[src/rtl/detect_sequence_prog.sv]
`default_nettype none
// ============================================================================
//  Module      : detect_sequence_prog
//  Description : Runtime-programmable serial sequence detector. Pattern,
//                length and overlap mode are loaded at run time; stream bits
//                are qualified by a valid strobe; the registered match pulse
//                feeds a saturating match counter.
//  Revision    : 1.0 - initial release
// ============================================================================
module detect_sequence_prog #(
    parameter int W     = 8,
    parameter int CNT_W = 8
) (
    input  logic                       clk,
    input  logic                       rst_n,
    input  logic                       cfg_load_i,
    input  logic [W-1:0]               cfg_pattern_i,
    input  logic [$clog2(W+1)-1:0]     cfg_len_i,
    input  logic                       cfg_overlap_i,
    input  logic                       in_vld_i,
    input  logic                       in_i,
    output logic                       match_o,
    output logic [CNT_W-1:0]           match_cnt_o,
    output logic                       armed_o
);

    localparam int LW = $clog2(W+1);

    // Detector state, decoded from the length and fill registers
    localparam logic [1:0] ST_IDLE = 2'd0;
    localparam logic [1:0] ST_FILL = 2'd1;
    localparam logic [1:0] ST_HUNT = 2'd2;

    logic [W-1:0]     pattern_q, pattern_d;
    logic [LW-1:0]    len_q,     len_d;
    logic             overlap_q, overlap_d;
    logic [W-1:0]     history_q, history_d;
    logic [LW-1:0]    fill_q,    fill_d;
    logic             match_q,   match_d;
    logic [CNT_W-1:0] cnt_q,     cnt_d;

    logic [LW-1:0]    len_clamped;
    logic             accept;
    logic [W-1:0]     hist_nxt;
    logic [LW-1:0]    fill_nxt;
    logic [W-1:0]     mask;
    logic             hit;
    logic [1:0]       state;

    // Datapath: next history/fill and the match decision on next-state values
    always_comb begin
        len_clamped = (cfg_len_i > LW'(W)) ? LW'(W) : cfg_len_i;
        accept      = in_vld_i && !cfg_load_i && (len_q != '0);
        hist_nxt    = accept ? {history_q[W-2:0], in_i} : history_q;
        fill_nxt    = fill_q;
        if (accept && (fill_q != LW'(W))) begin
            fill_nxt = fill_q + 1'b1;
        end
        // Full-width length would overflow the shift, so it selects all ones
        mask = (len_q >= LW'(W)) ? '1 : ((W'(1) << len_q) - W'(1));
        hit  = accept && (fill_nxt >= len_q) && (((hist_nxt ^ pattern_q) & mask) == '0);
    end

    // Next-state selection; configuration load takes priority over stream bits
    always_comb begin
        pattern_d = pattern_q;
        len_d     = len_q;
        overlap_d = overlap_q;
        history_d = history_q;
        fill_d    = fill_q;
        match_d   = 1'b0;
        cnt_d     = cnt_q;
        if (cfg_load_i) begin
            pattern_d = cfg_pattern_i;
            len_d     = len_clamped;
            overlap_d = cfg_overlap_i;
            history_d = '0;
            fill_d    = '0;
            cnt_d     = '0;
        end else if (accept) begin
            history_d = hist_nxt;
            fill_d    = fill_nxt;
            if (hit) begin
                match_d = 1'b1;
                if (cnt_q != '1) begin
                    cnt_d = cnt_q + 1'b1;
                end
                // Non-overlapping mode demands a full set of fresh bits
                if (!overlap_q) begin
                    fill_d = '0;
                end
            end
        end
    end

    // State registers with asynchronous active-low reset
    always_ff @(posedge clk or negedge rst_n) begin
        if (!rst_n) begin
            pattern_q <= '0;
            len_q     <= '0;
            overlap_q <= 1'b0;
            history_q <= '0;
            fill_q    <= '0;
            match_q   <= 1'b0;
            cnt_q     <= '0;
        end else begin
            pattern_q <= pattern_d;
            len_q     <= len_d;
            overlap_q <= overlap_d;
            history_q <= history_d;
            fill_q    <= fill_d;
            match_q   <= match_d;
            cnt_q     <= cnt_d;
        end
    end

    // Decode the operating state from length and fill level
    always_comb begin
        if (len_q == '0) begin
            state = ST_IDLE;
        end else if (fill_q >= len_q) begin
            state = ST_HUNT;
        end else begin
            state = ST_FILL;
        end
    end

    assign match_o     = match_q;
    assign match_cnt_o = cnt_q;
    assign armed_o     = (state == ST_HUNT);

`ifndef SYNTHESIS
    // Reference automaton: ref_k_q counts how many leading pattern bits the
    // recent stream currently matches (prefix-function style), built
    // independently of the history/mask comparison above.
    logic [LW-1:0] ref_k_q;
    logic [LW-1:0] ref_nk;
    logic          ref_hit;

    function automatic logic [LW-1:0] ref_next(input logic [LW-1:0] k, input logic b,
                                               input logic [W-1:0] pat, input logic [LW-1:0] len);
        logic [LW-1:0] best;
        logic [W-1:0]  tmp;
        logic          ok;
        logic          sb;
        logic          pb;
        int            kk;
        int            ll;
        int            p;
        kk   = int'(k);
        ll   = int'(len);
        best = '0;
        for (int j = 1; j <= W; j++) begin
            if (j <= kk + 1 && j <= ll) begin
                ok = 1'b1;
                for (int i = 0; i < W; i++) begin
                    if (i < j) begin
                        p = kk + 1 - j + i;
                        if (p == kk) begin
                            sb = b;
                        end else begin
                            tmp = pat >> (ll - 1 - p);
                            sb  = tmp[0];
                        end
                        tmp = pat >> (ll - 1 - i);
                        pb  = tmp[0];
                        if (sb != pb) ok = 1'b0;
                    end
                end
                if (ok) best = LW'(j);
            end
        end
        return best;
    endfunction

    // Reference prediction for the bit presented this cycle
    always_comb begin
        ref_nk  = ref_next(ref_k_q, in_i, pattern_q, len_q);
        ref_hit = accept && (ref_nk == len_q);
    end

    // Reference state update mirrors load/clear/overlap semantics
    always_ff @(posedge clk or negedge rst_n) begin
        if (!rst_n) begin
            ref_k_q <= '0;
        end else if (cfg_load_i) begin
            ref_k_q <= '0;
        end else if (accept) begin
            ref_k_q <= (ref_hit && !overlap_q) ? '0 : ref_nk;
        end
    end

    // Flag any disagreement between the reference and the datapath compare
    always @(posedge clk) begin
        if (rst_n && accept) begin
            assert (ref_hit == hit);
        end
    end
`endif

endmodule
`default_nettype wire

[config.mk]
export PLATFORM = sky130hd
export DESIGN_NAME = detect_sequence_prog
export DESIGN_NICKNAME = d
export VERILOG_FILES = /design/src/rtl/detect_sequence_prog.sv
export SDC_FILE = /design/constraint.sdc
export NUM_CORES = 1
export LEC_CHECK = 0
export CORE_ASPECT_RATIO = 0.5
export CORE_MARGIN = 3
export CORE_UTILIZATION = 66
export CTS_BUF_LIST = sky130_fd_sc_hd__clkbuf_2 sky130_fd_sc_hd__clkbuf_4 sky130_fd_sc_hd__clkbuf_8
export DETAILED_ROUTE_END_ITERATION = 8
export DONT_BUFFER_PORTS = 1
export PLACE_DENSITY_LB_ADDON = 0.25
export SLEW_MARGIN = 40
export SYNTH_ARGS = -nofsm -noshare
export SYNTH_HDL_FRONTEND = slang
export SYNTH_SLANG_ARGS = --single-unit
[constraint.sdc]
create_clock -name clk -period 4.7 [get_ports clk]
set_input_delay 0.47 -clock clk [delete_from_list [all_inputs] [get_ports clk]]
set_output_delay 0.47 -clock clk [all_outputs]
set_load 0.1 [all_outputs]
==> flow_metrics.env <==
export IMPL_synthMuxAreaShare_pct=11.7
export IMPL_yosys_area_share_adder_pct=7.41
export IMPL_ir_drop_v=0.000255
export IMPL_viasPerCell=6.38
export IMPL_grt_overflow_total=0
export IMPL_worstPathArrival_ps=4170
export IMPL_seq_area_frac_synth_pct=42.0
export IMPL_grtUsageTotal_pct=26.1
export IMPL_ys_seq_elements=34
export IMPL_pre_cts_ws_ps=768
export IMPL_critPathRequiredTime_ps=4870
export IMPL_cellPowerDensity_nw_per_um2=308
export IMPL_rows=13
export IMPL_yosys_area_share_xor_xnor_pct=3.89
export IMPL_drt_iter0_drc=110
export IMPL_htree_num_levels=2
export IMPL_syn_avg_cell_area_um2=10.2
export IMPL_synthSimpleGateAreaFrac_pct=19.3
export IMPL_period_share_pct=84.9
export IMPL_max_cap_violations=0
export IMPL_synth_top_family_by_area="simple AND/OR/NAND/NOR gates"
export IMPL_setup_slack_ps=708
export IMPL_initial_core_util_pct=73.7
export IMPL_remaining_drc_errors=0
export IMPL_cts_setup_buffers=0
export IMPL_syn_nets=229
export IMPL_setup_worst_path_start_class="flop"
export IMPL_seqCellArea_um2=861
export IMPL_hold_worst_slack_ps=10.7
export IMPL_cp_max_fo=19
export IMPL_routedWlPerCell_um=18.6
export IMPL_dp_hpwl_mm=3.04
export IMPL_synthTopCellsByArea="dfrtp_1 (42%), ha_1 (7.4%), mux2_2 (6.7%)"
export IMPL_slew_violations=0
export IMPL_path_class="flop to flop"
export IMPL_synth_async_reset_ratio_pct=100
export IMPL_cts_root_buf="clkbuf_8"
export IMPL_yosys_warnings=0
export IMPL_clock_sinks=34
export IMPL_die_height_um=45.2
export IMPL_dieArea_um2=3810
export IMPL_synth_compound_area_share_pct=12.2
export IMPL_vias=1518
export IMPL_numPortBuffers=0
export IMPL_syn_inst=199
export IMPL_grt_pass1_wl_mm=7.48
export IMPL_clkTransAtPathRegs_ps=70
export IMPL_fp_coreArea_um2=2750
export IMPL_grt_max_degree=39
export IMPL_tightestPinTransition_ps=863
export IMPL_syn_area_um2=2030
export IMPL_hold_violations=0
export IMPL_nets=230
export IMPL_max_freq_mhz=250
export IMPL_synthToLayoutAreaGrowth_pct=6.79
export IMPL_first_pass_iters=4
export IMPL_synth_common_cells="dfrtp_1 (34), nor2_1 (18), nand2_1 (15)"
export IMPL_clockBufferDepth=2
export IMPL_synth_top_flop_cell="dfrtp_1"
export IMPL_yosysMostFrequentCell="dfrtp_1"
export IMPL_yosysTopAreaCell="dfrtp_1"
export IMPL_status="finished, final reports clean"
export IMPL_slew_headroom_pct=42.5
export IMPL_antenna_found_initial=0
export IMPL_numCtsBuffers=5
export IMPL_rsz0062_at_grt="false"
export IMPL_drt_antenna_violating_nets=0
export IMPL_synth_cell_type_count=38
export IMPL_boundaryPins=28
export IMPL_drive_gt1_share_pct=18.4
export IMPL_tns_ps=0
export IMPL_synth_top_area_share_pct=42.0
export IMPL_grt_pass1_vias=1568
export IMPL_crit_start="len_q[3]"
export IMPL_rr_startpoint="len_q[3]"
export IMPL_end_kind="flop"
export IMPL_die_x_um=84.4
export IMPL_cts_tree="built"
export IMPL_hold_path_class="input port to async pin"
export IMPL_diodes=0
export IMPL_gp_congestion=0.840
export IMPL_finalCriticalPeriod_ps=3990
export IMPL_synth_edf_count=0
export IMPL_n_fill_cell=175
export IMPL_cts_resized=0
export IMPL_multi_input_area_um2=1110
export IMPL_fin_skew_ps=7.32
export IMPL_setup_violations=0
export IMPL_p_leak_uw=0.000921
export IMPL_routed_wl_mm=4.42
export IMPL_clock_latency_ps=290
==> worst max-delay path, cell delays in order, from the launching register on <==
cell and delay, ps:
dfrtp_1 500, nor4_4 560, nor2_4 230, o21ai_0 230, mux2_2 400, ha_1 270, a21oi_1 50, o21ai_0 290
o2111ai_1 190, nor4_2 360, nand2_2 200, nor3_1 240, mux2_2 350
==> final cells by class <==
class | instances | share of cell area [%]
sequential | 34 | 39.8
multi-input combinational | 149 | 51.4
tap | 37 | 2.14
timing repair buffer | 1 | 0.925
inverter | 9 | 1.56
clock buffer | 8 | 4.22
==> report_power, final <==
group	internal (uW)	total, uW	switching (uW)
Sequential	305	323	17.4
Clock	123	227	104
Combinational	47.8	118	70.2
Total	476	667	192
==> cells by family after synthesis <==
kind of cell               count (synthesis)
and+or+nand+nor                           72
AOI/OAI and AO/OA                         35
DFF                                       34
muxes                                     21
buffers and inverters                     16
adders and majority gates                 12
xor gates and xnor gates                   9
==> cells in the final DEF, fill, tap and decap left out, drive strengths merged, types with 3 or more instances in the layout <==
cell / n
a21oi: 11
mux2: 12
a21o: 4
mux2i: 9
clkbuf: 8
nand4: 5
inv: 9
dfrtp: 34
nor4: 5
nand2b: 8
nor2: 19
nor3b: 3
nand2: 16
nor2b: 4
o22ai: 3
o21ai: 8
xnor2: 5
a32o: 3
nand3: 9
xor2: 4
ha: 12
==> metal layers <==
metal  global-route usage (%)  up-vias  routed length (um)
met5                        0        -                   0
met3                     9.47       13                 290
met2                     41.8       56                2030
li1                         -      712                   -
met1                     33.3      737                2000
met4                     9.78        0                 107
==> metrics by stage <==
step	cells	area, um^2	util, %	total power [uW]
finish	238	2160	78.7	667
global route	238	2160	78.7	696
CTS	238	2160	78.7	668
detailed placement	229	2050	74.7	436
global placement	229	2040	74.1	428
floorplan	199	2030	-	419
==> state kept, by name, summed over array words and instances, names as in the netlist <==
register	flops
overlap_q	1
fill_q	4
pattern_q	8
history_q	8
match_cnt_o	8
match_o	1
len_q	4
==> worst paths after layout <==
path | end | slack [ps] | cells past startpoint
max in group asynchronous | match_cnt_o[6] | 4500 | 1
hold / removal | overlap_q | 10 | 1
setup reg to reg | match_cnt_o[5] | 710 | 12
min in group clk | match_cnt_o[4] | 250 | 1
setup / recovery | match_cnt_o[5] | 710 | 12
hold reg to reg | pattern_q[5] | 520 | 1
==> timing repair <==
| action | in CTS | in global routing |
|---|---|---|
| hold buffers | 1 | 0 |
| hold endpoints to repair | 34 | 0 |
| setup endpoints to repair | 0 | 0 |
No activity file was read; power rests on OpenSTA's default activity.
